$ cat src/rtl/pipe_hazard_ctrl.sv
// Pipeline hazard controller: boot hold, load-use stall, jump flush and memory freeze,
// with saturating stall/flush performance counters. rst_n is an active-high async reset.
module pipe_hazard_ctrl (
   input  logic        clk,
   input  logic        rst_n,
   input  logic [4:0]  id_rs1,
   input  logic [4:0]  id_rs2,
   input  logic        id_use_rs1,
   input  logic        id_use_rs2,
   input  logic [4:0]  ex_rd,
   input  logic        ex_memread,
   input  logic        jump_ex,
   input  logic        mem_busy,
   output logic        pc_en,
   output logic        ifid_en,
   output logic        idex_en,
   output logic        ifid_flush,
   output logic        idex_flush,
   output logic        ready,
   output logic [15:0] stall_cnt,
   output logic [15:0] flush_cnt
);

   localparam logic [1:0] BOOT   = 2'd0;
   localparam logic [1:0] RUN    = 2'd1;
   localparam logic [1:0] FREEZE = 2'd2;

   logic [1:0]  r_state;
   logic [1:0]  w_state_nxt;
   logic [1:0]  r_boot_cnt;
   logic [15:0] r_stall_cnt;
   logic [15:0] r_flush_cnt;
   logic        w_load_use;
   logic        w_jump_flush;
   logic        w_stall;

   // x0 is hardwired zero, so a load targeting it can never create a dependency.
   assign w_load_use = ex_memread && (ex_rd != 5'd0) &&
                       ((id_use_rs1 && (id_rs1 == ex_rd)) ||
                        (id_use_rs2 && (id_rs2 == ex_rd)));

   always_comb begin
      // NOTE: every output gets a default first, so no path leaves one unassigned (no latch).
      pc_en        = 1'b1;
      ifid_en      = 1'b1;
      idex_en      = 1'b1;
      ifid_flush   = 1'b0;
      idex_flush   = 1'b0;
      ready        = 1'b1;
      w_jump_flush = 1'b0;
      w_state_nxt  = r_state;
      case (r_state)
         RUN: begin
            if (mem_busy) begin
               pc_en       = 1'b0;
               ifid_en     = 1'b0;
               idex_en     = 1'b0;
               w_state_nxt = FREEZE;
            end else if (jump_ex) begin
               ifid_flush   = 1'b1;
               idex_flush   = 1'b1;
               w_jump_flush = 1'b1;
            end else if (w_load_use) begin
               pc_en      = 1'b0;
               ifid_en    = 1'b0;
               idex_flush = 1'b1;
            end
         end
         FREEZE: begin
            pc_en   = 1'b0;
            ifid_en = 1'b0;
            idex_en = 1'b0;
            if (!mem_busy) w_state_nxt = RUN;
         end
         default: begin
            // BOOT, and any unreachable encoding falls back into it.
            pc_en      = 1'b0;
            ifid_en    = 1'b0;
            ifid_flush = 1'b1;
            idex_flush = 1'b1;
            ready      = 1'b0;
            w_state_nxt = (r_state == BOOT && r_boot_cnt == 2'd3) ? RUN : BOOT;
         end
      endcase
   end

   assign w_stall = !pc_en && ((r_state == RUN) || (r_state == FREEZE));

   always_ff @(posedge clk or posedge rst_n) begin
      if (rst_n) begin
         r_state     <= BOOT;
         r_boot_cnt  <= 2'd0;
         r_stall_cnt <= 16'd0;
         r_flush_cnt <= 16'd0;
      end else begin
         // NOTE: non-blocking so every register samples the pre-edge values.
         r_state    <= w_state_nxt;
         r_boot_cnt <= (r_state == BOOT) ? r_boot_cnt + 2'd1 : 2'd0;
         if (w_stall && (r_stall_cnt != 16'hFFFF)) r_stall_cnt <= r_stall_cnt + 16'd1;
         if (w_jump_flush && (r_flush_cnt != 16'hFFFF)) r_flush_cnt <= r_flush_cnt + 16'd1;
      end
   end

   assign stall_cnt = r_stall_cnt;
   assign flush_cnt = r_flush_cnt;

endmodule

$ cat config.mk
export PLATFORM = sky130hd
export DESIGN_NAME = pipe_hazard_ctrl
export DESIGN_NICKNAME = d
export VERILOG_FILES = /design/src/rtl/pipe_hazard_ctrl.sv
export SDC_FILE = /design/constraint.sdc
export NUM_CORES = 1
export LEC_CHECK = 0
export BUFFER_PORTS_ARGS = -buffer_cell sky130_fd_sc_hd__buf_2
export CELL_PAD_IN_SITES_DETAIL_PLACEMENT = 0
export CELL_PAD_IN_SITES_GLOBAL_PLACEMENT = 1
export CORE_ASPECT_RATIO = 0.75
export CORE_MARGIN = 5
export CORE_UTILIZATION = 30
export DETAILED_ROUTE_END_ITERATION = 10
export PLACE_DENSITY = 0.69
export REMOVE_ABC_BUFFERS = 1
export SLEW_MARGIN = 15
export SYNTH_ARGS = -nofsm -noshare
export SYNTH_HDL_FRONTEND = slang
export SYNTH_SLANG_ARGS = --single-unit
$ cat constraint.sdc
create_clock -name clk -period 2.1 [get_ports clk]
set_clock_uncertainty 0.2 [all_clocks]
set_input_delay 0.315 -clock clk [delete_from_list [all_inputs] [get_ports clk]]
set_output_delay 0.315 -clock clk [all_outputs]
set_load 0.01 [all_outputs]
==> summary.txt, run 1 <==
Run status
  – Status: finished, violations left
  – Failing checks: negative setup slack

GRT
  – Gr ovfl total: 0
  – Vias in the first global route: approximately 1,700
  – Pin count of the biggest net entering global routing: 37
  – First-pass GRT wire length: 8010 um
  – Initial antenna violation count: 0
  – GR Util All Layers: 12.3%

Yosys
  – #FFs+latches synth: 36
  – Top FF cell, synth: dfrtp_1
  – Adder-cell share of the synthesized area: 3.84%
  – Synth Instances: 189
  – Synth async-reset ratio: 100%
  – Synthesized area: about 2000 um2
  – Top post-synthesis cells by area: dfrtp_1, xnor2_1, xor2_1, ha_1, nand2_1
  – Main combinational cell family by area after synthesis: simple AND/OR/NAND/NOR gates
  – Ys Warns: 0
  – Post-Synth XOR/XNOR Area: between 10% and 20%
  – Share of the synthesized area in the top cell type: 46.0%
  – Compound-Gate Fraction of Synth Area: 4.67%
  – Simple-gate share of the synthesized area: between 20% and 30%
  – Seq/Total Area, Yosys: 46.0%
  – Mux share of post-synthesis cell area: 1.92%
  – EDFF count, synth: 0
  – Avg Cell Area, Syn: 10.4 um2
  – Distinct cells, synth: 38
  – Top-count cell post-synth: dfrtp_1
  – Post-synth top area cell: dfrtp_1
  – Synth top cells by count: dfrtp_1, xnor2_1, nand2_1

Setup path
  – Reg2reg setup slack: -0.05 ns
  – Critical-path maximum fanout: 3
  – CP startpoint kind: register
  – Crit path from: r_state[1]$_DFFE_PP0P_
  – CP endpoint kind: output port
  – Crit path arrival time: 1.68 ns
  – CP required: 1.58 ns
  – RR Startpoint: r_state[1]$_DFFE_PP0P_
  – CP Class: reg2out

Timing
  – Setup TNS: -0.308 ns
  – Worst setup margin: -0.0963 ns
  – Slew @ Worst Pin: ~0.47 ns
  – Final min period: 2.20 ns
  – Fmax: 0.455 GHz
  – Final slew viol count: 0
  – Fin crit share: 105%
  – Worst Hold Slack: between 0.1 and 0.15 ns
  – RSZ-0062 raised after global routing: yes
  – Slew HR: between 60 and 70%
  – Final Setup Violations: 15
  – Final Hold Viols: 0

Run
  – Max-cap violations: 0

Power
  – Clock share of power: ~22%
  – Int Pwr: between 1.5 and 2 mW
  – Switching part of the total: 34.6%
  – Net Switching: a little over 900 uW
  – Register share of total power: between 30% and 40%
  – LEAKAGE: 1.41 nW
  – Worst vdd ir: ~0.00047 V
  – Combinational Power Share: approximately 43%
  – Pwr per Cell Area: 911 nW/um2

Die
  – Core area: about 6300 um2
  – Die area: around 8300 um2
  – I/O pins: 60
  – Die span in y: 79.9 um
  – Initial Utilization: between 30% and 40%
  – Die Wd: 103 um
  – Std-Cell Rows: 25

CTS
  – Root Buffer: clkbuf_8
  – Clk Latency, worst-skew pair: between 0.2 and 0.3 ns
  – CTS tree: yes
  – Clock transition at the registers of the reported paths: 0.07 ns
  – H-tree depth: 2
  – Clock sinks: 36
  – CTS Buffer Depth: 2
  – Num CTS Buffers: 5

Place
  – Global placer's final weighted congestion: 0.802
  – Dpl cells: 354
  – DP HPWL: around 3700 um
  – Dpl ws: -0.141 ns
  – PortBufs: 59
  – Post-place instance area: roughly 2500 um2

Layout
  – Final net count: approximately 310
  – # diodes: 0
  – Area growth, synth to finish: 50.5%
  – Fillcell total: 601
  – Final Non-Filler Cells: around 370
  – Share of cells above drive strength 1: 48.8%
  – Finished Cell Area: 2950 um2

Drt
  – Drt wl/cell: 13.3 um
  – Via Count: 1,674
  – DRT antenna net count: 0
  – Drt drc: 0
  – Drt first-iter violations: 32
  – Total iterations of the first detailed-routing run: 4
  – Vias per cell: approximately 4.5
  – Post-Route WL: ~4900 um

Hold path
  – Worst Hold Class: in2reg
  – Hold path startpoint: mem_busy
-- metrics by stage --
stage	power, mW	util (%)
after floorplan	1.41	-
after global placement	1.87	40.2
after detailed placement	1.88	40.2
after CTS	2.60	44.0
after global routing	2.87	46.6
final	2.68	46.6
-- worst max-delay path, stage by stage (launching register included) --
cell and delay [ns]:
dfrtp_1 0.41, inv_2 0.07, ha_4 0.16, buf_6 0.11, mux2_4 0.30, buf_6 0.12
a21oi_2 0.09, buf_2 0.14
-- cell type report --
| type | count | area, um2 | share of cell area (%) |
|---|---|---|---|
| Tap cell | 81 | 101 | 3.44 |
| Inverter | 7 | 26.3 | 0.892 |
| Clock buffer | 5 | 68.8 | 2.34 |
| Multi-Input combinational cell | 142 | 1200 | 40.8 |
| Timing Repair Buffer | 94 | 603 | 20.5 |
| Sequential cell | 36 | 902 | 30.6 |
| Clock inverter | 3 | 42.5 | 1.44 |
-- cell families after synthesis --
family | Yosys count
buffers and inverters | 11
XOR/XNOR | 40
AO/OA/AOI/OAI | 13
adder cells (fa/ha/maj) | 6
AND/OR/NAND/NOR | 80
multiplexers | 3
flip-flops | 36
-- path summary, 6_finish.rpt --
check | to | cells after the start
max in group asynchronous | r_state[0]$_DFFE_PP0P_ | 4
min in group asynchronous | r_boot_cnt[0]$_DFF_PP0_ | 4
hold / removal | r_state[0]$_DFFE_PP0P_ | 2
setup / recovery | idex_flush | 7
hold reg to reg | r_boot_cnt[0]$_DFF_PP0_ | 1
setup reg to reg | stall_cnt[3]$_DFFE_PP0P_ | 10
-- registers in the layout, indices dropped and copies added (netlist names) --
| register | count |
|---|---|
| flush_cnt | 16 |
| r_state | 2 |
| stall_cnt | 16 |
| r_boot_cnt | 2 |
-- layout by cell type (no fill, tap or decap), types with 3 or more instances in the layout --
master	count
nand3_1	11
xnor2_1	22
inv_1	5
buf_6	6
nor4_2	4
dfrtp_1	35
xor2_1	16
nor4_4	3
ha_1	4
nor3_2	3
clkbuf_8	5
nor2_1	9
nand4_1	7
buf_4	26
a21oi_1	4
buf_2	59
nand2_1	17
-- metal layers --
| metal | global-route usage, % | wire length, um | vias up |
|---|---|---|---|
| met5 | 0 | 0 | - |
| met1 | 17.2 | 2340 | 802 |
| met4 | 3.49 | 46 | 0 |
| li1 | - | - | 848 |
| met2 | 19.3 | 2350 | 19 |
| met3 | 2.45 | 142 | 5 |
-- power by group through the flow --
stage | combinational, mW | clock, mW | sequential, mW
2_1_floorplan | 0.414 | 0 | 0.999
3_3_place_gp | 0.936 | 0 | 0.932
3_5_place_dp | 0.943 | 0 | 0.935
4_1_cts | 1.05 | 0.620 | 0.928
5_1_grt | 1.26 | 0.650 | 0.951
6_report | 1.15 | 0.599 | 0.935
-- repair_timing --
action | 4_1_cts | 5_1_grt
resized for setup | 22 | 27
hold endpoints to repair | 36 | 0
setup endpoints to repair | 16 | 25
buffers inserted | 4 | 1
hold buffers | 1 | 0
pin swaps | 5 | 17
Note: power is estimated with default switching activity, not from simulation.
==> run 2, diff against run 1 <==
- clock period: 2.1 -> 1.8 ns (I/O delays scaled with it)
==> run 2 against run 1 <==
The run still ends with negative setup slack left. Clock-buffer cell count grew 3. Sequential cell count stayed put. Final area rose by 4.6%. Die area did not move. Critical endpoint unchanged.
==> summary.txt, run 2 (same netlist as run 1, synthesis figures left out) <==
Setup path
  – CP required: between 1 and 1.5 ns
  – Worst path most repeated cell: buf_6
  – Crit path arrival time: ~1.7 ns
  – Slowest stage delay, CP: around 0.42 ns
  – Critical-path maximum fanout: 4
  – CP Class: reg2out
  – Cell Chain, Critical Path: inv_2 > ha_4 > buf_6 > mux2_4 > buf_6 > a21oi_2 > buf_2
  – CP max-delay cell: dfrtp_1
  – CP endpoint kind: output port
  – CP startpoint kind: register

Die
  – Initial Utilization: a little under a third
  – Die Wd: between 100 and 150 um
  – Std-Cell Rows: 25
  – Die span in y: about 80 um
  – Core area: 6320 um2
  – Die area: 8260 um2
  – I/O pins: 60

Timing
  – Slew @ Worst Pin: between 0.4 and 0.5 ns
  – Worst Hold Slack: about 0.1 ns
  – Fin crit share: 120%
  – Final min period: between 2 and 2.5 ns
  – Slew HR: roughly two thirds
  – Final Hold Viols: 0
  – Fmax: ~0.46 GHz
  – Setup TNS: -8.43 ns
  – Final Setup Violations: 36
  – Worst setup margin: -0.368 ns
  – RSZ-0062 raised after global routing: yes
  – Final slew viol count: 0

CTS
  – Clk Latency, worst-skew pair: ~0.28 ns
  – CTS tree: yes
  – H-tree depth: 2
  – CTS Buffer Depth: 2
  – Clock transition at the registers of the reported paths: about 0.070 ns
  – Num CTS Buffers: 5
  – Clock sinks: 36
  – Root Buffer: clkbuf_8

Drt
  – Met3 Wirelength: between 150 and 200 um
  – Drt first-iter violations: 32
  – DRT antenna net count: 0
  – Total iterations of the first detailed-routing run: 4
  – Top sig layer: met4
  – Drt drc: 0
  – Post-Route WL: just over 5000 um
  – Via Count: approximately 1,800
  – Wl on met1: around 2500 um
  – Vias per cell: 4.41
  – Drt wl/cell: 12.7 um
  – DR WL met2: around 2300 um

Place
  – DP HPWL: between 3000 and 4000 um
  – PortBufs: 59
  – Global placer's final weighted congestion: ~0.84
  – Post-place instance area: 2770 um2

Power
  – Pwr per Cell Area: 1000 nW/um2
  – Worst vdd ir: 0.000549 V
  – Switching part of the total: about a third
  – Total power: around 3.1 mW
  – Register share of total power: around 34%
  – Int Pwr: roughly 2 mW
  – LEAKAGE: between 1.5 and 2 nW
  – Clock share of power: 19.4%
  – Net Switching: 1.06 mW
  – Combinational Power Share: a little under half

Run status
  – Status: finished, violations left
  – Failing checks: negative setup slack

Layout
  – Most common cell after layout, fill and taps aside: buf_4
  – Share of cells above drive strength 1: 51.4%
  – Final net count: 346
  – # diodes: 0
  – Finished Cell Area: 3080 um2
  – Area growth, synth to finish: 57.5%
  – Commonest cells after routing, fill and taps aside: buf_4, buf_2, dfrtp_1

GRT
  – First-pass GRT wire length: roughly 8600 um
  – GR Util All Layers: 13.3%
  – Initial antenna violation count: 0
  – Pin count of the biggest net entering global routing: 37
  – Vias in the first global route: about 1,800
  – Gr ovfl total: 0

Run
  – Max-cap violations: 0

Hold path
  – Worst Hold Class: in2reg
==> run 2: cell count changes in the layout (fill, tap and decap cells not counted), sizes merged <==
cell and change:
clkbuf +3, bufinv -1, clkinvlp -1, clkinv -1, buf +32
==> run 2: critical path: cells and delay by family, from the launching register on <==
family	cells	cell delay, ns
buffers and inverters	4	0.44
DFF	1	0.42
muxes	1	0.30
adders and majority gates	1	0.17
AOI/OAI and AO/OA	1	0.08
==> run 2: final cells by class <==
type	instances	area (um2)
Multi-Input combinational cell	142	1130
Fill cell	588	3240
Tap cell	81	101
Clock buffer	8	90.1
Inverter	7	26.3
Timing Repair Buffer	126	830
Sequential cell	36	901
==> run 2: path summary, 6_finish.rpt <==
kind / start / endpoint / slack [ns] / cells past startpoint
max in group asynchronous: rst_n / flush_cnt[6]$_DFFE_PP0P_ / 0.64 / 4
max reg2reg: r_state[1]$_DFFE_PP0P_ / stall_cnt[8]$_DFFE_PP0P_ / -0.37 / 9
min in group asynchronous: rst_n / stall_cnt[9]$_DFFE_PP0P_ / 0.42 / 4
min reg2reg: r_boot_cnt[0]$_DFF_PP0_ / r_boot_cnt[0]$_DFF_PP0_ / 0.24 / 1
min: mem_busy / r_state[0]$_DFFE_PP0P_ / 0.10 / 3
max: r_state[1]$_DFFE_PP0P_ / idex_flush / -0.37 / 7
==> run 2: stage by stage <==
step	setup WS (ns)	std cells	utilization, %
after floorplan	-0.336	185	-
after global routing	-0.445	400	48.8
after detailed placement	-0.384	385	43.8
after CTS	-0.362	399	48.1
after global placement	-0.325	385	43.8
final	-0.368	400	48.8
==> run 2: power groups by stage <==
| stage | Combinational [mW] | Clock [mW] | Sequential, mW |
|---|---|---|---|
| final | 1.44 | 0.599 | 1.05 |
| after global routing | 1.60 | 0.652 | 1.07 |
| after CTS | 1.43 | 0.624 | 1.05 |
| after detailed placement | 1.24 | 0 | 1.06 |
| after global placement | 1.23 | 0 | 1.05 |
| after floorplan | 0.483 | 0 | 1.17 |
==> run 2: per-layer routing <==
metal,vias to the layer above,track usage (%)
li1,908,-
met1,818,18.9
met2,33,20.2
met3,4,2.71
met4,0,3.75
met5,-,0
==> run 2: timing repair <==
| item | in CTS | in global routing |
|---|---|---|
| hold buffers | 1 | 0 |
| pin swaps | 6 | 4 |
| resized for setup | 27 | 9 |
| setup endpoints to repair | 38 | 39 |
| hold endpoints to repair | 36 | 0 |
| setup buffers | 7 | 1 |
==> run 3, diff against run 2 <==
- SKIP_CTS_REPAIR_TIMING: not set -> 1
==> run 3 against run 2 <==
The flow still finishes with violations (negative setup slack). Critical path depth unchanged. First-iteration DRC count increased by 47%. Clock power about the same.
==> summary.txt, run 3 (same netlist as run 1, synthesis figures left out) <==
GRT
  – Pin count of the biggest net entering global routing: 37
  – GR Util All Layers: about an eighth
  – Initial antenna violation count: 0
  – First-pass GRT wire length: just over 8000 um
  – Gr ovfl total: 0
  – Vias in the first global route: between 1,500 and 2,000

CTS
  – Clk Latency, worst-skew pair: 0.29 ns
  – Num CTS Buffers: 5
  – CTS Buffer Depth: 2
  – Root Buffer: clkbuf_8
  – Clock sinks: 36
  – Clock transition at the registers of the reported paths: roughly 0.070 ns
  – H-tree depth: 2
  – CTS tree: yes

Die
  – Core area: between 6000 and 7000 um2
  – Initial Utilization: about 31%
  – Std-Cell Rows: 25
  – Die span in y: between 70 and 80 um
  – I/O pins: 60
  – Die area: 8260 um2
  – Die Wd: ~100 um

Run
  – Max-cap violations: 0

Drt
  – Via Count: ~1,800
  – Drt wl/cell: between 10 and 15 um
  – Post-Route WL: about 5300 um
  – Total iterations of the first detailed-routing run: 4
  – Drt first-iter violations: 47
  – Vias per cell: 4.49
  – Drt drc: 0
  – DRT antenna net count: 0

Setup path
  – Crit path from: r_state[1]$_DFFE_PP0P_
  – RR Startpoint: r_state[1]$_DFFE_PP0P_
  – R2R cell count: 9
  – CP required: 1.33 ns
  – CP endpoint kind: output port
  – Crit path arrival time: ~1.7 ns
  – CP startpoint kind: register
  – CP Class: reg2out
  – Critical-path maximum fanout: 4

Timing
  – Slew @ Worst Pin: 0.484 ns
  – Fin crit share: 120%
  – Worst Hold Slack: about 0.11 ns
  – Fmax: 0.463 GHz
  – Final slew viol count: 0
  – Final min period: between 2 and 2.5 ns
  – Final Hold Viols: 0
  – Final Setup Violations: 37
  – Slew HR: roughly two thirds
  – RSZ-0062 raised after global routing: yes
  – Worst setup margin: -0.359 ns

Hold path
  – Hold Path Stages: 3
  – Hold path startpoint: mem_busy
  – Worst Hold Class: in2reg

Layout
  – Share of cells above drive strength 1: between 50% and 60%
  – # diodes: 0
  – Finished Cell Area: between 3000 and 4000 um2
  – Commonest cells after routing, fill and taps aside: buf_4, buf_2, dfrtp_1
  – Most common cell after layout, fill and taps aside: buf_4
  – Fillcell total: approximately 580
  – Final net count: ~340
  – Area growth, synth to finish: 63.1%
  – Final Non-Filler Cells: between 300 and 400

Power
  – LEAKAGE: ~1.6 nW
  – Total power: 3.11 mW
  – Pwr per Cell Area: between 900 and 1000 nW/um2
  – Worst vdd ir: 0.000552 V

Place
  – DP HPWL: a little under 4000 um
  – Post-place instance area: around 2800 um2
  – PortBufs: roughly 60
  – Dpl cells: approximately 390
  – Global placer's final weighted congestion: roughly 0.84

Run status
  – Failing checks: negative setup slack
  – Status: finished, violations left
==> run 3: critical path, cell delays in order (launching register included) <==
cell	delay [ns]
dfrtp_1	0.40
inv_2	0.07
ha_4	0.17
buf_6	0.11
mux2_4	0.30
buf_6	0.12
a21oi_2	0.08
buf_2	0.14
==> run 3: area by class of cell <==
cell class / instances / area [um2] / share of cell area (%)
Clock buffer: 8 / 90.1 / 2.82
Inverter: 7 / 26.3 / 0.823
Multi-Input combinational cell: 142 / 1190 / 37.2
Sequential cell: 36 / 901 / 28.2
Tap cell: 81 / 101 / 3.18
Timing Repair Buffer: 124 / 886 / 27.8
==> run 3: final timing paths <==
kind | end | slack [ns]
worst max-delay path | idex_flush | -0.36
worst min-delay path | r_state[0]$_DFFE_PP0P_ | 0.11
worst max register to register | stall_cnt[4]$_DFFE_PP0P_ | -0.34
worst min register to register | r_boot_cnt[0]$_DFF_PP0_ | 0.24
max in group asynchronous | flush_cnt[6]$_DFFE_PP0P_ | 0.63
min in group asynchronous | stall_cnt[9]$_DFFE_PP0P_ | 0.43
==> run 3: stage by stage <==
stage / utilization (%) / setup WS, ns / setup TNS (ns)
after floorplan: - / -0.336 / -5.32
final: 50.5 / -0.359 / -7.79
after global routing: 50.5 / -0.431 / -10.93
after global placement: 43.8 / -0.325 / -8.74
after CTS: 45.3 / -0.504 / -10.52
after detailed placement: 43.8 / -0.384 / -9.30
==> run 3: per-layer routing <==
layer / part of all wire [%] / global-route usage, %
met5: 0 / 0
met3: 3.0 / 2.62
met4: 1.4 / 3.49
met2: 47 / 18.6
met1: 49 / 18.5
==> run 3: power breakdown <==
group | switching (mW) | total [mW] | internal (mW)
registers | 0.0956 | 1.05 | 0.956
clock network | 0.289 | 0.601 | 0.313
logic | 0.677 | 1.45 | 0.778
total | 1.06 | 3.11 | 2.05
